<file path="src/rtl/regfile_pkg.sv">
// Shared constants and types for the register-file write-port arbiter.
package regfile_pkg;

    localparam int DW    = 8;
    localparam int AW    = 5;
    localparam int NREGS = 16;

    typedef enum logic {
        CLEAR,
        ARB
    } wr_state_t;

    typedef logic [AW-1:0] reg_addr_t;
    typedef logic [DW-1:0] reg_data_t;

    localparam reg_addr_t CLR_FIRST = reg_addr_t'(1);
    localparam reg_addr_t CLR_LAST  = reg_addr_t'(NREGS - 1);

    // Register 0 is hard-wired to zero and addresses past NREGS are not
    // implemented, so writes to either are accepted but never issued.
    function automatic logic addr_writable(input reg_addr_t addr);
        return (addr != '0) && (int'(addr) < NREGS);
    endfunction

endpackage

</file>
<file path="src/rtl/rr_arb2.sv">
// Two-way round-robin grant: the requester that did not win last time wins a tie.
module rr_arb2 (
    input  logic       valid0_i,
    input  logic       valid1_i,
    input  logic       last_grant_i,
    output logic [1:0] grant_o
);

    // One-hot grant; a lone requester always wins, a tie goes away from last_grant.
    always_comb begin
        grant_o    = 2'b00;
        grant_o[0] = valid0_i && (!valid1_i || last_grant_i);
        grant_o[1] = valid1_i && (!valid0_i || !last_grant_i);
    end

endmodule

</file>
<file path="src/rtl/regfile_wr_arbiter.sv">
// Owns the register-file write port: zero-fills registers 1..NREGS-1 after
// reset or clear, then shares the port between two writeback requesters.
//
// state | meaning
// ------+---------------------------------------------------------------
// CLEAR | issuing zero writes to clr_cnt = 1..NREGS-1, readies held low
// ARB   | round-robin grant of req0/req1, one registered write per cycle
module regfile_wr_arbiter
    import regfile_pkg::*;
(
    input  logic            clk,
    input  logic            reset,
    input  logic            clear,
    input  logic            req0_valid,
    input  logic [AW-1:0]   req0_addr,
    input  logic [DW-1:0]   req0_data,
    output logic            req0_ready,
    input  logic            req1_valid,
    input  logic [AW-1:0]   req1_addr,
    input  logic [DW-1:0]   req1_data,
    output logic            req1_ready,
    output logic            we3,
    output logic [AW-1:0]   wa3,
    output logic [DW-1:0]   wd3,
    output logic            busy,
    output logic            last_grant
);

    wr_state_t state_q, state_d;
    reg_addr_t clr_cnt_q, clr_cnt_d;
    logic      we3_q, we3_d;
    reg_addr_t wa3_q, wa3_d;
    reg_data_t wd3_q, wd3_d;
    logic      last_grant_q, last_grant_d;

    logic [1:0] grant;
    reg_addr_t  sel_addr;
    reg_data_t  sel_data;

    rr_arb2 u_rr_arb2 (
        .valid0_i     (req0_valid),
        .valid1_i     (req1_valid),
        .last_grant_i (last_grant_q),
        .grant_o      (grant)
    );

    assign sel_addr = grant[1] ? req1_addr : req0_addr;
    assign sel_data = grant[1] ? req1_data : req0_data;

    // Next-state, clear sequencing, handshake and write-port selection.
    always_comb begin
        state_d      = state_q;
        clr_cnt_d    = clr_cnt_q;
        we3_d        = 1'b0;
        wa3_d        = wa3_q;
        wd3_d        = wd3_q;
        last_grant_d = last_grant_q;
        req0_ready   = 1'b0;
        req1_ready   = 1'b0;

        case (state_q)
            CLEAR: begin
                if (clear) begin
                    clr_cnt_d = CLR_FIRST;
                end else begin
                    we3_d     = 1'b1;
                    wa3_d     = clr_cnt_q;
                    wd3_d     = '0;
                    clr_cnt_d = clr_cnt_q + 1'b1;
                    if (clr_cnt_q == CLR_LAST) begin
                        state_d = ARB;
                    end
                end
            end
            ARB: begin
                if (clear) begin
                    state_d   = CLEAR;
                    clr_cnt_d = CLR_FIRST;
                end else begin
                    req0_ready = grant[0];
                    req1_ready = grant[1];
                    if (grant != 2'b00) begin
                        last_grant_d = grant[1];
                        if (addr_writable(sel_addr)) begin
                            we3_d = 1'b1;
                            wa3_d = sel_addr;
                            wd3_d = sel_data;
                        end
                    end
                end
            end
            default: begin
                state_d   = CLEAR;
                clr_cnt_d = CLR_FIRST;
            end
        endcase
    end

    // State and registered write port; reset cancels any in-flight write at once.
    always_ff @(posedge clk or posedge reset) begin
        if (reset) begin
            state_q      <= CLEAR;
            clr_cnt_q    <= CLR_FIRST;
            we3_q        <= 1'b0;
            wa3_q        <= '0;
            wd3_q        <= '0;
            last_grant_q <= 1'b1;
        end else begin
            state_q      <= state_d;
            clr_cnt_q    <= clr_cnt_d;
            we3_q        <= we3_d;
            wa3_q        <= wa3_d;
            wd3_q        <= wd3_d;
            last_grant_q <= last_grant_d;
        end
    end

    assign we3        = we3_q;
    assign wa3        = wa3_q;
    assign wd3        = wd3_q;
    assign busy       = (state_q == CLEAR);
    assign last_grant = last_grant_q;

endmodule

</file>
<file path="config.mk">
export PLATFORM = sky130hd
export DESIGN_NAME = regfile_wr_arbiter
export DESIGN_NICKNAME = d
export VERILOG_FILES = /design/src/rtl/regfile_pkg.sv /design/src/rtl/rr_arb2.sv /design/src/rtl/regfile_wr_arbiter.sv
export SDC_FILE = /design/constraint.sdc
export NUM_CORES = 1
export LEC_CHECK = 0
export ABC_CLOCK_PERIOD_IN_PS = 1800
export CORE_UTILIZATION = 38
export DETAILED_ROUTE_END_ITERATION = 12
export PLACE_DENSITY = 0.76
export RECOVER_POWER = 50
export SLEW_MARGIN = 20
export SYNTH_ARGS = -nofsm -noshare
export SYNTH_HDL_FRONTEND = slang
export SYNTH_SLANG_ARGS = --single-unit
export TNS_END_PERCENT = 10
</file>
<file path="constraint.sdc">
create_clock -name clk -period 1.8 [get_ports clk]
set_input_delay 0.36 -clock clk [delete_from_list [all_inputs] [get_ports clk]]
set_output_delay 0.36 -clock clk [all_outputs]
set_load 0.02 [all_outputs]
</file>
======== Word level (Yosys, flattened, before mapping) ========
Index checks and enable logic that the tools add are counted.
storage, ports and cells
  register bits ........................... 21
  bits in latches ......................... 0
  RAM bits ................................ 0
  memory bits (read-only) ................. 0
  output and inout port bits .............. 18
  memories ................................ 0
cells by class
  add/sub/neg operators ................... 1
  multiply operators ...................... 0
  div/mod/pow operators ................... 0
  $lt $le $gt $ge ......................... 1
  equality and inequality tests ........... 6
  shifts and indexed selects .............. 0
  mux-type cells .......................... 27
  bitwise operators ....................... 2
  reduce and logical (&&, ||, !) cells .... 12
operators by type and width
  kind                                                              number
  8-bit two-way mux                                                 5
  5-bit two-way mux                                                 7
  5-bit case mux with 2 select lines                                2
  8-bit case mux with 2 select lines                                1
  1-bit two-way mux                                                 10
  2-bit != test (second input constant)                             3
  5-bit by 1-bit adder with 5-bit output (second input constant)    1
  5-bit by 4-bit == test with 1-bit output (second input constant)  1
  5-bit less-than comparator (second input constant)                1
  5-bit nonzero test                                                1
  2-bit by 1-bit != test with 1-bit output (second input constant)  2
  1-bit case mux with 2 select lines                                2
  4-bit AND reduction                                               1
  1-bit logical AND                                                 3
  1-bit zero test                                                   3
  3-bit AND reduction                                               1
  1-bit logical OR                                                  2
  1-bit NOT                                                         2
  2-bit nonzero test                                                1

======== Longest topological paths before layout ========
Gate-level depths: netlist of run 1.
  depth in word-level cells ............... 10
  mapped depth ............................ 6

======== Hierarchy ========
From an unflattened synthesis of run 1, not the netlist that was laid out.
unflattened totals
  cells, all modules ...................... 95
  area total of the unflattened synthesis .. 1134.8 sq um
modules (own cells, without submodules)
  module              instances  cells each  area an instance (sq um)  sequential area each (sq um)
  regfile_wr_arbiter  1          92          1116.1                    528.0
  rr_arb2             1          3           18.8                      0.0

======== Least setup slack after synthesis of run 1 ========
No wires, ideal clock.
  path kind ............................... reg2reg
  start point ............................. reg last_grant_q (netlist: last_grant)
  end point ............................... reg wa3_q[0] (netlist: wa3[0])
  arrival ................................. 1.680 ns
  required time ........................... 1.675 ns
  setup slack ............................. -0.005 ns
  stages on the path, launching flop included .. 6
  period minus slack after synthesis ...... 1.805 ns
  path through ............................ dfstp_2 a21bo_1 o32ai_4 a31oi_4 buf_6 mux2_4
on the way
  longest elaborated chain between the ends .. 8
  elaborated cells between the ends (all ways) .. 17
  classes of those cells .................. order compare (1); eq/ne (2); mux (5); reduce/logical (9)
RTL lines
  element                                                                                                RTL line                                     text
  start: declaration                                                                                     regfile_wr_arbiter.sv:34                     logic last_grant_q, last_grant_d;
  start signal: assignment                                                                               regfile_wr_arbiter.sv:114                    last_grant_q <= last_grant_d;
  1-bit zero test                                                                                        rr_arb2.sv:13                                grant_o[1] = valid1_i && (!valid0_i || !last_grant_i);
  1-bit logical OR                                                                                       rr_arb2.sv:13
  1-bit logical AND                                                                                      rr_arb2.sv:13
  5-bit two-way mux                                                                                      regfile_wr_arbiter.sv:47                     assign sel_addr = grant[1] ? req1_addr : req0_addr;
  5-bit less-than comparator (tied with other cells)                                                     regfile_pkg.sv:22                            return (addr != '0) && (int'(addr) < NREGS);
  1-bit logical AND / 5-bit two-way mux (equally long branches)                                          regfile_pkg.sv:22, regfile_wr_arbiter.sv:82
  2-bit by 1-bit != test with 1-bit output (no source line) / 5-bit two-way mux (equally long branches)  --
  4-bit AND reduction (no source line) / 5-bit case mux with 2 select lines (equally long branches)      --
  end signal: assignment                                                                                 regfile_wr_arbiter.sv:112                    wa3_q <= wa3_d;
  end: declaration                                                                                       regfile_wr_arbiter.sv:32                     reg_addr_t wa3_q, wa3_d;
Parallel ways exist; a longest one is shown, timed or not. The select of a mux whose other input is x is not followed.
A chain may end at the register's enable or synchronous reset.

======== Final worst setup path of run 1 ========
  start point ............................. in req1_valid
  end point ............................... reg wd3_q[0] (netlist: wd3[0])
on the way
  longest elaborated chain between the ends .. 6
  elaborated cells between the ends (all ways) .. 17
  classes of those cells .................. order compare (1); eq/ne (2); mux (6); reduce/logical (8)
RTL lines
  element                                                                                                RTL line                      text
  start: declaration                                                                                     regfile_wr_arbiter.sv:18      input logic req1_valid,
  1-bit logical AND / 1-bit zero test (equally long branches)                                            rr_arb2.sv:13, rr_arb2.sv:12
  5-bit two-way mux (tied with other cells)                                                              regfile_wr_arbiter.sv:47
  5-bit less-than comparator (tied with other cells)                                                     regfile_pkg.sv:22
  1-bit logical AND (tied with other cells)                                                              regfile_pkg.sv:22
  2-bit by 1-bit != test with 1-bit output (no source line) / 8-bit two-way mux (equally long branches)  --
  4-bit AND reduction (no source line) / 8-bit case mux with 2 select lines (equally long branches)      --
  end signal: assignment                                                                                 regfile_wr_arbiter.sv:113     wd3_q <= wd3_d;
  end: declaration                                                                                       regfile_wr_arbiter.sv:33      reg_data_t wd3_q, wd3_d;
Parallel ways exist; a longest one is shown, timed or not. The select of a mux whose other input is x is not followed.

==> results of run 1 <==
kinds of logic (layout without fill, tap and decap cells):
group | after synthesis | count (layout) | share of synthesized area
xor+xnor | 3 | 3 | 0.0227
fa+ha+maj | 2 | 2 | 0.0216
mux | 15 | 15 | 0.146
compound gates | 19 | 19 | 0.166
simple gates | 39 | 39 | 0.145
buf+inv | 11 | 74 | 0.0442
flops | 21 | 21 | 0.455
sequential cells by signal (all words and copies together) (netlist names):
register	cells
clr_cnt_q	5
last_grant	1
state_q	1
wa3	5
wd3	8
we3	1
worst max path at each step:
stage	end	start	cells after the start
CTS	req0_ready	clear	5
global placement	req1_ready	req1_valid	4
floorplan	wa3[0]$_DFFE_PP0P_	last_grant$_DFFE_PP1P_	5
detailed placement	req0_ready	clear	5
finish	wd3[0]$_DFFE_PP0P_	req1_valid	8
global route	wd3[0]$_DFFE_PP0P_	req0_valid	7
metal layers:
| metal | GRT usage | vias to the layer above |
|---|---|---|
| met5 | 0 | - |
| met1 | 0.242 | 526 |
| met4 | 0.0418 | 0 |
| li1 | - | 513 |
| met2 | 0.363 | 28 |
| met3 | 0.0522 | 2 |
where the power goes:
part           leakage [nW]  total (mW)  switching (mW)  internal, mW
logic                 0.519       0.311           0.135         0.176
registers             0.276       0.521          0.0204         0.501
clock network        0.0177       0.229           0.146        0.0830
total                 0.813        1.06           0.301         0.760
cells in the mapped netlist, types with 2 or more instances:
master / n
sky130_fd_sc_hd__nand3_1: 2
sky130_fd_sc_hd__nand2_1: 14
sky130_fd_sc_hd__nand4_1: 2
sky130_fd_sc_hd__buf_2: 2
sky130_fd_sc_hd__dfrtp_1: 19
sky130_fd_sc_hd__nor2b_1: 2
sky130_fd_sc_hd__nor2_1: 15
sky130_fd_sc_hd__o2bb2ai_1: 7
sky130_fd_sc_hd__mux2_2: 4
sky130_fd_sc_hd__ha_1: 2
sky130_fd_sc_hd__mux2_4: 2
sky130_fd_sc_hd__mux2i_1: 8
sky130_fd_sc_hd__dfstp_2: 2
sky130_fd_sc_hd__inv_1: 6
sky130_fd_sc_hd__nor4_1: 2
sky130_fd_sc_hd__xor2_1: 2
sky130_fd_sc_hd__a31oi_1: 5
placed cells by master, fill, tap and decap left out, types with 2 or more instances in the layout:
| cell | instances |
|---|---|
| sky130_fd_sc_hd__clkdlybuf4s50_1 | 43 |
| sky130_fd_sc_hd__ha_1 | 2 |
| sky130_fd_sc_hd__nor4_2 | 2 |
| sky130_fd_sc_hd__clkbuf_4 | 3 |
| sky130_fd_sc_hd__o2bb2ai_1 | 7 |
| sky130_fd_sc_hd__buf_4 | 14 |
| sky130_fd_sc_hd__dlygate4sd2_1 | 2 |
| sky130_fd_sc_hd__nor2_1 | 14 |
| sky130_fd_sc_hd__nand2_1 | 14 |
| sky130_fd_sc_hd__dfrtp_1 | 19 |
| sky130_fd_sc_hd__nand4_1 | 2 |
| sky130_fd_sc_hd__inv_1 | 6 |
| sky130_fd_sc_hd__xor2_1 | 2 |
| sky130_fd_sc_hd__mux2_2 | 4 |
| sky130_fd_sc_hd__mux2i_1 | 8 |
| sky130_fd_sc_hd__a31oi_1 | 5 |
| sky130_fd_sc_hd__buf_2 | 2 |
| sky130_fd_sc_hd__mux2_4 | 2 |
cell type report:
cell class	instances	area, sq um
fillers	222	1010
multi-input cells	78	608
repair buffers	64	597
flip-flops and latches	21	528
well taps	31	38.8
clock buffers	3	22.5
inverters	6	22.5
clock inverters	1	5.00
through the flow:
step	hold slack [ps]	setup WS, ps	util
after floorplan	335	31.1	-
after global placement	475	-390	0.626
after detailed placement	482	-407	0.626
after CTS	367	-51.5	0.637
after global routing	543	-47.1	0.644
final	504	-24.4	0.644
what timing repair did:
action                                  in CTS  in global routing
pin swaps                                    1                  0
resized for setup                           13                  7
endpoints found under the setup margin      16                 14
==> Implementation_results.wiki, run 1 <==
{| class="wikitable"
! Metric !! Value
|-
| Synthesis Warnings || 0
|-
| DR WL met3 || 131 um
|-
| Fraction of final layout cells sized beyond drive strength 1 || 0.225
|-
| Core Box Area || about 2800 sq um
|-
| Vias in the first global route || around 1,100
|-
| Fmax || between 0.5 and 0.6 GHz
|-
| Final slew viol count || 0
|-
| Initial core utilization || 0.410
|-
| Kind of capture point of the worst setup path || flop
|-
| Overall Global Routing Usage || 0.201
|-
| Cell leakage power || 0.813 nW
|-
| Violated checks || DRC, setup timing
|-
| Number of routed nets with antenna violations || 0
|-
| Wirelength per Cell || 14.9 um
|-
| Buffer levels on the longest clock path || 2
|-
| Cts hold-fix bufs || 0
|-
| Worst R2R End || wd3[0]$_DFFE_PP0P_
|-
| Weighted congestion reported at the end of routability-driven placement || 0.817
|-
| Via count || about 1,100
|-
| Layout area overhead || 57.1%
|-
| Number of distinct library cells after synthesis || 31
|-
| Count of inserted antenna diode cells || 0
|-
| Overflow left after global routing || 0
|-
| Total instance count after detailed placement || 200
|-
| Outcome || complete, but fails checks
|-
| Wire length of the first global-routing pass || slightly above 5000 um
|-
| Pin count of the biggest net entering global routing || 22
|-
| RSZ-0062 raised after global routing || true
|-
| Number of enable flip-flop cells after synthesis || 0
|-
| Path class of the lowest-slack min-delay path || flop to flop
|-
| Source of the worst register-to-register timing path || last_grant$_DFFE_PP1P_
|-
| Top-Level Pins || 49
|-
| Total CTS buffers || 3
|-
| Routed WL || between 3000 and 4000 um
|-
| Startpoint Class || primary input
|-
| Total Nets Final || between 200 and 250
|-
| Most area-consuming cells after synthesis || sky130_fd_sc_hd__dfrtp_1 (41%), sky130_fd_sc_hd__mux2i_1 (6.9%), sky130_fd_sc_hd__o2bb2ai_1 (5.3%)
|-
| Worst max-slew margin expressed relative to the limit || 0.251
|-
| Dominant cell type by count on the critical path || sky130_fd_sc_hd__buf_4
|-
| Number of buffers inserted to repair setup after CTS || 0
|-
| Share of async-settable or async-resettable flops after synthesis || 1.00
|-
| TritonCTS clock tree || done
|-
| Netlist area before placement || about 1200 sq um
|-
| Die extent in y || around 57 um
|-
| Worst Setup Path Type || primary input to flop
|-
| Post-route clock period utilization || 1.01
|-
| Routed length on met1 || approximately 1300 um
|-
| Average via count per standard cell || 5.24
|-
| Clock-pin slew reported for the worst setup and hold paths after clock tree synthesis || between 100 and 150 ps
|-
| Number of placement rows || 19
|-
| Family of cells with the greatest summed delay on the critical path || buffers and inverters
|-
| Synth Net Count || ~140
|-
| Maximum fanout encountered on the critical timing path || 8
|-
| Hold Path Cell Cnt || 1
|-
| Hold worst-path end || wd3[3]$_DFFE_PP0P_
|-
| Met2 wire length || 1600 um
|-
| Top-area cell type share of the netlist area || 0.410
|-
| Worst-path cell with the longest stage delay || sky130_fd_sc_hd__clkdlybuf4s50_1
|-
| Clock tree root buffer cell || sky130_fd_sc_hd__clkbuf_4
|-
| Maximum vdd ir drop || approximately 0.00047 V
|-
| Initial antenna violation count || 0
|-
| Initial drt markers || 34
|-
| Number of standard cells after synthesis || between 100 and 150
|-
| HPWL after detailed placement || approximately 2400 um
|-
| Highest routing layer actually used || met4
|-
| Final setup fails || 4
|-
| Final Instance Area || between 1500 and 2000 sq um
|-
| Number of search-and-repair iterations in the first detailed-routing pass || 8
|-
| Top cell type by total area after synthesis || sky130_fd_sc_hd__dfrtp_1
|-
| Min setup slack post-route || -24.4 ps
|-
| Buffers plus inverters on the worst setup path || 4
|-
| Crit path time final || between 1500 and 2000 ps
|-
| Skew final || between 9 and 10 ps
|-
| Total of flip-flops plus latches after synthesis || 21
|-
| Portion of the post-synthesis area used by sequential elements || 0.455
|-
| Logic depth of the worst register-to-register path || 7
|-
| Skew-Pair Late Insertion Delay || slightly above 300 ps
|-
| Max-cap check violation count || 0
|-
| Detailed-route DRC error count || 2
|-
| PortBufs || 48
|-
| Synthesized area divided by synthesized cell count || between 10 and 15 sq um
|-
| Slew at the pin closest to its max-slew limit || around 1100 ps
|-
| Final hold viol count || 0
|-
| Non-filler instance count after layout || 204
|-
| Pwr Total || ~1.1 mW
|-
| Arrival time of data at the critical path endpoint || a little over 2000 ps
|-
| Cells along the critical path || clkdlybuf4s50_1 > buf_4 > nor2b_2 > buf_4 > o32ai_4 > a31oi_4 > buf_4 > o2bb2ai_1
|-
| Stage delay of the slowest cell on the critical path || 420 ps
|-
| Placed cell areas || 1770 sq um
|-
| WP data required || approximately 2000 ps
|-
| Number of levels the H-tree was split into || 1
|-
| Primary flip-flop cell chosen by synthesis mapping || sky130_fd_sc_hd__dfrtp_1
|-
| Setup slack, reg-to-reg || around 10 ps
|-
| Power per unit of standard cell area || 583 nW/um^2
|-
| Summed negative setup slack over all endpoints || -50.3 ps
|-
| Hold Startpoint || wd3[3]$_DFFE_PP0P_
|-
| Clk sinks || 21
|-
| Die Width || 57.2 um
|-
| Die Footprint || between 3000 and 4000 sq um
|}
Note: power is estimated with default switching activity, not from simulation.
==> run 2: changes to the inputs <==
- CORE_MARGIN: default -> 4
- CORE_UTILIZATION: 38 -> 37
- PLACE_DENSITY: 0.76 -> 0.74
- SYNTH_HIERARCHICAL: default -> 1
==> run 2 against run 1 <==
Compared with the run above: the run ends with setup timing left; critical path depth decreased by 1; hold slack improved by 3.8 ps; register-to-register slack about the same; critical endpoint is now wa3[0]$_DFFE_PP0P_; die area increased by 23%; combinational power decreased by 23%; maximum frequency increased by 0.43%; global-route usage decreased by 6.4 points; sequential cell count unchanged; first-iteration DRC count decreased by 29%; utilization decreased by 4.3 points; largest power group unchanged.
==> Implementation_results.wiki, run 2 <==
{| class="wikitable"
! Metric !! Value
|-
| Crit path time final || 1820 ps
|-
| Hold slack || roughly 510 ps
|-
| Final setup fails || 4
|-
| Synth Net Count || ~130
|-
| Number of search-and-repair iterations in the first detailed-routing pass || 4
|-
| Skew-Pair Late Insertion Delay || approximately 290 ps
|-
| Post-route clock period utilization || 1.01
|-
| Kind of capture point of the worst setup path || flop
|-
| Worst max-slew margin expressed relative to the limit || 0.249
|-
| Die extent in y || 63.4 um
|-
| TritonCTS clock tree || done
|-
| Number of routed nets with antenna violations || 0
|-
| Mux share of post-synthesis cell area || 0.115
|-
| Path class of the lowest-slack min-delay path || flop to flop
|-
| Overflow left after global routing || 0
|-
| WP data required || 1990 ps
|-
| Total CTS buffers || 3
|-
| Die Width || 63.4 um
|-
| Hold Path Cell Cnt || 1
|-
| Fraction of final layout cells sized beyond drive strength 1 || 0.205
|-
| Worst Setup Path Type || primary input to flop
|-
| Buffers plus inverters on the worst setup path || 2
|-
| Share of async-settable or async-resettable flops after synthesis || 1.00
|-
| Netlist area before placement || roughly 1100 sq um
|-
| Cells along the critical path || clkdlybuf4s50_1 > a21boi_2 > buf_4 > nor2b_2 > a22oi_2 > a21o_4 > a221o_1
|-
| Number of distinct library cells after synthesis || 33
|-
| Top library cells by usage in the layout, fill and taps aside || sky130_fd_sc_hd__clkdlybuf4s50_1 (43), sky130_fd_sc_hd__dfrtp_1 (19), sky130_fd_sc_hd__mux2i_1 (13), sky130_fd_sc_hd__nor2_1 (12)
|-
| Slew at the pin closest to its max-slew limit || 1130 ps
|-
| Primary flip-flop cell chosen by synthesis mapping || sky130_fd_sc_hd__dfrtp_1
|-
| Maximum vdd ir drop || around 0.00031 V
|-
| Startpoint Class || primary input
|-
| Routed WL || 2640 um
|-
| Dominant combinational cell family by area after synthesis || compound AO/OA/AOI/OAI gates
|-
| Min setup slack post-route || -16.6 ps
|-
| Detailed-route DRC error count || 0
|-
| Count of inserted antenna diode cells || 0
|-
| PortBufs || between 40 and 50
|-
| Basic-gate share of the synthesized area counting and, or, nand and nor cells || 0.115
|-
| Number of flip-flops under the largest register name || 8
|-
| Pwr Total || between 0.9 and 1 mW
|-
| Power per unit of standard cell area || ~570 nW/um^2
|-
| Initial core utilization || 0.398
|-
| Wire length of the first global-routing pass || approximately 4400 um
|-
| Number of enable flip-flop cells after synthesis || 0
|-
| Cts hold-fix bufs || 0
|-
| Total instance count after detailed placement || 178
|-
| Pre-CTS setup slack || -439 ps
|-
| Clk sinks || 21
|-
| Layout area overhead || 51.0%
|-
| Portion of the post-synthesis area used by sequential elements || 0.465
|-
| Most area-consuming cells after synthesis || sky130_fd_sc_hd__dfrtp_1 (42%), sky130_fd_sc_hd__mux2i_1 (11%), sky130_fd_sc_hd__o2bb2ai_2 (11%)
|-
| Number of standard cells after synthesis || between 90 and 100
|-
| Commonest non-fill, non-tap cell in the layout || sky130_fd_sc_hd__clkdlybuf4s50_1
|-
| Logic depth of the worst register-to-register path || 6
|-
| Die Footprint || around 4000 sq um
|-
| Synthesis Warnings || 6
|-
| Cell leakage power || ~0.76 nW
|-
| Initial antenna violation count || 0
|-
| Buffer levels on the longest clock path || 2
|-
| CP Depth || 7
|-
| Clock tree root buffer cell || sky130_fd_sc_hd__clkbuf_4
|-
| Initial drt markers || 24
|-
| Wirelength per Cell || 14.5 um
|-
| Final slew viol count || 0
|-
| Most frequent cell after synthesis || sky130_fd_sc_hd__dfrtp_1
|-
| Most common library cells after synthesis || sky130_fd_sc_hd__dfrtp_1 (19), sky130_fd_sc_hd__mux2i_1 (13), sky130_fd_sc_hd__nor2_1 (12), sky130_fd_sc_hd__o2bb2ai_2 (8), sky130_fd_sc_hd__inv_1 (5)
|-
| Adder and majority cell fraction of the synthesized area || 0.0221
|-
| Top-area cell type share of the netlist area || 0.419
|-
| Top-Level Pins || 49
|-
| Total Nets Final || about 190
|-
| Weighted congestion reported at the end of routability-driven placement || 0.730
|-
| Top cell type by total area after synthesis || sky130_fd_sc_hd__dfrtp_1
|-
| Maximum fanout encountered on the critical timing path || 6
|-
| Skew final || 1.25 ps
|-
| Vias in the first global route || between 900 and 1,000
|-
| Outcome || complete, but fails checks
|-
| Number of placement rows || 19
|-
| Post-synthesis compound-gate area fraction || 0.202
|-
| Post-synthesis share of cell area spent on xor and xnor gates || 0.0232
|-
| Arrival time of data at the critical path endpoint || ~2000 ps
|-
| Average via count per standard cell || ~5
|-
| Fmax || between 0.5 and 0.6 GHz
|-
| Stage delay of the slowest cell on the critical path || between 400 and 500 ps
|-
| Synthesized area divided by synthesized cell count || approximately 12 sq um
|-
| Via count || around 910
|-
| Core Box Area || about 2900 sq um
|-
| Clock-pin slew reported for the worst setup and hold paths after clock tree synthesis || ~110 ps
|-
| Violated checks || setup timing
|-
| Number of buffers inserted to repair setup after CTS || 0
|-
| Number of levels the H-tree was split into || 1
|-
| Family of cells with the greatest summed delay on the critical path || compound AO/OA/AOI/OAI gates
|-
| RSZ-0062 raised after global routing || true
|-
| HPWL after detailed placement || 2140 um
|-
| Overall Global Routing Usage || 0.137
|-
| Max-cap check violation count || 0
|-
| Non-filler instance count after layout || around 180
|-
| Pin count of the biggest net entering global routing || 22
|-
| Final hold viol count || 0
|-
| Worst-path cell with the longest stage delay || sky130_fd_sc_hd__clkdlybuf4s50_1
|-
| Total of flip-flops plus latches after synthesis || 21
|}
[run 2: changes by cell type after synthesis, sizes merged, moves of 2 or more]
cell	change
or4	+2
a221o	+4
nand2	-13
nor4	-2
nand2b	+2
nand3	-2
mux2i	+4
mux2	-6
a31oi	-6
nor2	-3
[run 2: path summary, 6_finish.rpt]
kind | from | endpoint | slack [ps]
max | req1_valid | wa3[0]$_DFFE_PP0P_ | -20
min | wd3[7]$_DFFE_PP0P_ | wd3[7]$_DFFE_PP0P_ | 510
max reg2reg | last_grant$_DFFE_PP1P_ | wa3[0]$_DFFE_PP0P_ | 10
min reg2reg | wd3[7]$_DFFE_PP0P_ | wd3[7]$_DFFE_PP0P_ | 510
max in group asynchronous | reset | wa3[3]$_DFFE_PP0P_ | 300
min in group asynchronous | reset | we3$_DFF_PP0_ | 840
[run 2: timing repair]
item | CTS | global route
cloned | 0 | 0
gates resized for setup | 11 | 1
setup endpoints to repair | 16 | 13
[run 2: cell type report]
type	instances	area (sq um)
well taps	31	38.8
repair buffers	58	552
fillers	245	1140
flip-flops and latches	21	528
inverters	6	22.5
clock buffers	4	26.3
multi-input cells	62	547
[run 2: report_power, final]
part / total (mW) / switching [mW] / internal (mW)
sequential: 0.518 / 0.0204 / 0.498
combinational: 0.238 / 0.0980 / 0.140
clock: 0.222 / 0.135 / 0.0862
[run 2: logic make-up (layout without fill, tap and decap cells)]
kind of cell | Yosys count | count (layout)
adder cells (fa/ha/maj) | 2 | 2
buffers and inverters | 12 | 68
AND/OR/NAND/NOR | 24 | 24
flip-flops | 21 | 21
XOR/XNOR | 3 | 3
AO/OA/AOI/OAI | 20 | 20
multiplexers | 13 | 13
[run 2: metrics by stage]
step	area [sq um]	setup TNS (ps)	util
6_report	1710	-37.1	0.601
5_1_grt	1710	-446	0.601
4_1_cts	1720	-26.0	0.604
3_5_place_dp	1700	-6170	0.595
3_3_place_gp	1700	-5640	0.595
2_1_floorplan	1140	-11.3	-
[run 2: worst reg2reg max path, stage by stage, from the launching register on]
cell                       delay (ps)
sky130_fd_sc_hd__dfstp_2          570
sky130_fd_sc_hd__a21boi_2          70
sky130_fd_sc_hd__buf_4            160
sky130_fd_sc_hd__nor3b_2          220
sky130_fd_sc_hd__a22oi_2          120
sky130_fd_sc_hd__a21o_4           250
sky130_fd_sc_hd__a221o_1          300
[run 2: per-layer routing]
layer	global-route usage	part of all wire
met5	0	0
met4	0.0485	0.011
met3	0.0355	0.064
met2	0.228	0.49
met1	0.171	0.43
==> run 3: changes to the inputs <==
- SKIP_CTS_REPAIR_TIMING: default -> 1
==> run 3 against run 2 <==
Compared with the run above: the run still ends with setup timing left; register-to-register slack is essentially flat; via count shrank 0.11%; critical path depth unchanged; maximum frequency is essentially flat; critical endpoint unchanged; largest cell class unchanged; largest power group unchanged.
==> Implementation_results.wiki, run 3 (synthesis gave the netlist of run 2 again) <==
{| class="wikitable"
! Metric !! Value
|-
| Clock tree root buffer cell || sky130_fd_sc_hd__clkbuf_4
|-
| Final hold viol count || 0
|-
| Weighted congestion reported at the end of routability-driven placement || 0.730
|-
| PortBufs || between 40 and 50
|-
| Pwr Total || ~1 mW
|-
| Outcome || complete, but fails checks
|-
| Overflow left after global routing || 0
|-
| Commonest non-fill, non-tap cell in the layout || sky130_fd_sc_hd__clkdlybuf4s50_1
|-
| Post-route clock period utilization || 1.01
|-
| Maximum vdd ir drop || about 0.00031 V
|-
| Clk sinks || 21
|-
| Wire length of the first global-routing pass || 4390 um
|-
| Count of inserted antenna diode cells || 0
|-
| Clock-pin slew reported for the worst setup and hold paths after clock tree synthesis || about 110 ps
|-
| Fmax || around 0.55 GHz
|-
| Arrival time of data at the critical path endpoint || 2010 ps
|-
| Total CTS buffers || 3
|-
| Min setup slack post-route || -17.8 ps
|-
| Die extent in y || around 63 um
|-
| Cell leakage power || around 0.77 nW
|-
| Core Box Area || between 2000 and 3000 sq um
|-
| Number of search-and-repair iterations in the first detailed-routing pass || 4
|-
| Number of routed nets with antenna violations || 0
|-
| Power per unit of standard cell area || about 570 nW/um^2
|-
| Number of levels the H-tree was split into || 1
|-
| Pin count of the biggest net entering global routing || 22
|-
| Total instance count after detailed placement || ~180
|-
| Die Width || approximately 63 um
|-
| Placed cell areas || between 1500 and 2000 sq um
|-
| Final setup fails || 4
|-
| HPWL after detailed placement || 2140 um
|-
| Total Nets Final || roughly 190
|-
| Number of placement rows || 19
|-
| Wirelength per Cell || between 10 and 15 um
|-
| Skew final || about 1.8 ps
|-
| Post-route core utilization || 0.604
|-
| Startpoint Class || primary input
|-
| Average via count per standard cell || 5.02
|-
| Hold slack || roughly 510 ps
|-
| Relative contribution of sequential cells to total power || 0.529
|-
| Overall Global Routing Usage || 0.136
|-
| Die Footprint || 4020 sq um
|-
| Non-filler instance count after layout || 182
|-
| Hold Path Cell Cnt || 1
|-
| RSZ-0062 raised after global routing || true
|-
| Buffer levels on the longest clock path || 2
|-
| Maximum fanout encountered on the critical timing path || 6
|-
| Worst max-slew margin expressed relative to the limit || 0.247
|-
| Final slew viol count || 0
|-
| Via count || about 900
|-
| Psw || 0.254 mW
|-
| TritonCTS clock tree || done
|-
| Fraction of final layout cells sized beyond drive strength 1 || 0.205
|-
| WP data required || 1990 ps
|-
| Path class of the lowest-slack min-delay path || flop to flop
|-
| Crit path time final || ~1800 ps
|-
| Switching portion of total power || 0.260
|-
| Max-cap check violation count || 0
|-
| Logic depth of the worst register-to-register path || 6
|-
| Slew at the pin closest to its max-slew limit || between 1000 and 1500 ps
|-
| Final Instance Area || between 1500 and 2000 sq um
|-
| Skew-Pair Late Insertion Delay || between 200 and 300 ps
|-
| Top-Level Pins || slightly below 50
|-
| Number of flip-flops under the largest register name || 8
|-
| Clock Power Share || 0.226
|-
| Kind of capture point of the worst setup path || flop
|-
| Vias in the first global route || 942
|-
| Comb power frac || 0.245
|-
| Internal Dissipation || just over 0.7 mW
|-
| Initial drt markers || 20
|-
| Top library cells by usage in the layout, fill and taps aside || sky130_fd_sc_hd__clkdlybuf4s50_1 (43), sky130_fd_sc_hd__dfrtp_1 (19), sky130_fd_sc_hd__mux2i_1 (13), sky130_fd_sc_hd__nor2_1 (12)
|-
| Detailed-route DRC error count || 0
|-
| Initial antenna violation count || 0
|-
| Initial core utilization || 0.398
|-
| Routed WL || around 2700 um
|-
| Worst Setup Path Type || primary input to flop
|-
| Violated checks || setup timing
|-
| Layout area overhead || 51.7%
|}
-- run 3: routing by layer --
metal  up-vias  GRT usage  wire [um]
met1       435      0.171       1170
met5         -          0          0
met3         2     0.0337        153
met4         0     0.0485         28
li1        447          -          -
met2        29      0.224       1310
-- run 3: worst paths after layout --
| check | startpoint | end | slack, ps |
|---|---|---|---|
| setup / recovery | req1_valid | wa3[0]$_DFFE_PP0P_ | -20 |
| hold / removal | wd3[7]$_DFFE_PP0P_ | wd3[7]$_DFFE_PP0P_ | 510 |
| setup reg to reg | last_grant$_DFFE_PP1P_ | wa3[0]$_DFFE_PP0P_ | 10 |
| hold reg to reg | wd3[7]$_DFFE_PP0P_ | wd3[7]$_DFFE_PP0P_ | 510 |
| max in group asynchronous | reset | wa3[3]$_DFFE_PP0P_ | 290 |
| min in group asynchronous | reset | we3$_DFF_PP0_ | 840 |
-- run 3: critical path, cell delays in order --
cell and delay, ps:
sky130_fd_sc_hd__clkdlybuf4s50_1 460, sky130_fd_sc_hd__a21boi_2 200, sky130_fd_sc_hd__buf_4 180, sky130_fd_sc_hd__nor2b_2 170
sky130_fd_sc_hd__a22oi_2 80, sky130_fd_sc_hd__a21o_4 250, sky130_fd_sc_hd__a221o_1 300
-- run 3: area by class of cell --
class,count,area (sq um)
Fill cell,243,1130
Timing Repair Buffer,58,559
Tap cell,31,38.8
Inverter,6,22.5
Sequential cell,21,528
Multi-Input combinational cell,62,547
Clock buffer,4,26.3
-- run 3: through the flow --
stage | setup WS [ps] | setup TNS [ps]
detailed placement | -439 | -6170
CTS | -423 | -2120
floorplan | -11.3 | -11.3
global placement | -390 | -5640
global route | -60.2 | -451
finish | -17.8 | -41.3
-- run 3: power by group through the flow --
stage	clock [mW]	combinational, mW	sequential (mW)
2_1_floorplan	0	0.101	0.539
3_3_place_gp	0	0.237	0.525
3_5_place_dp	0	0.243	0.527
4_1_cts	0.235	0.243	0.518
5_1_grt	0.257	0.258	0.521
6_report	0.221	0.240	0.518
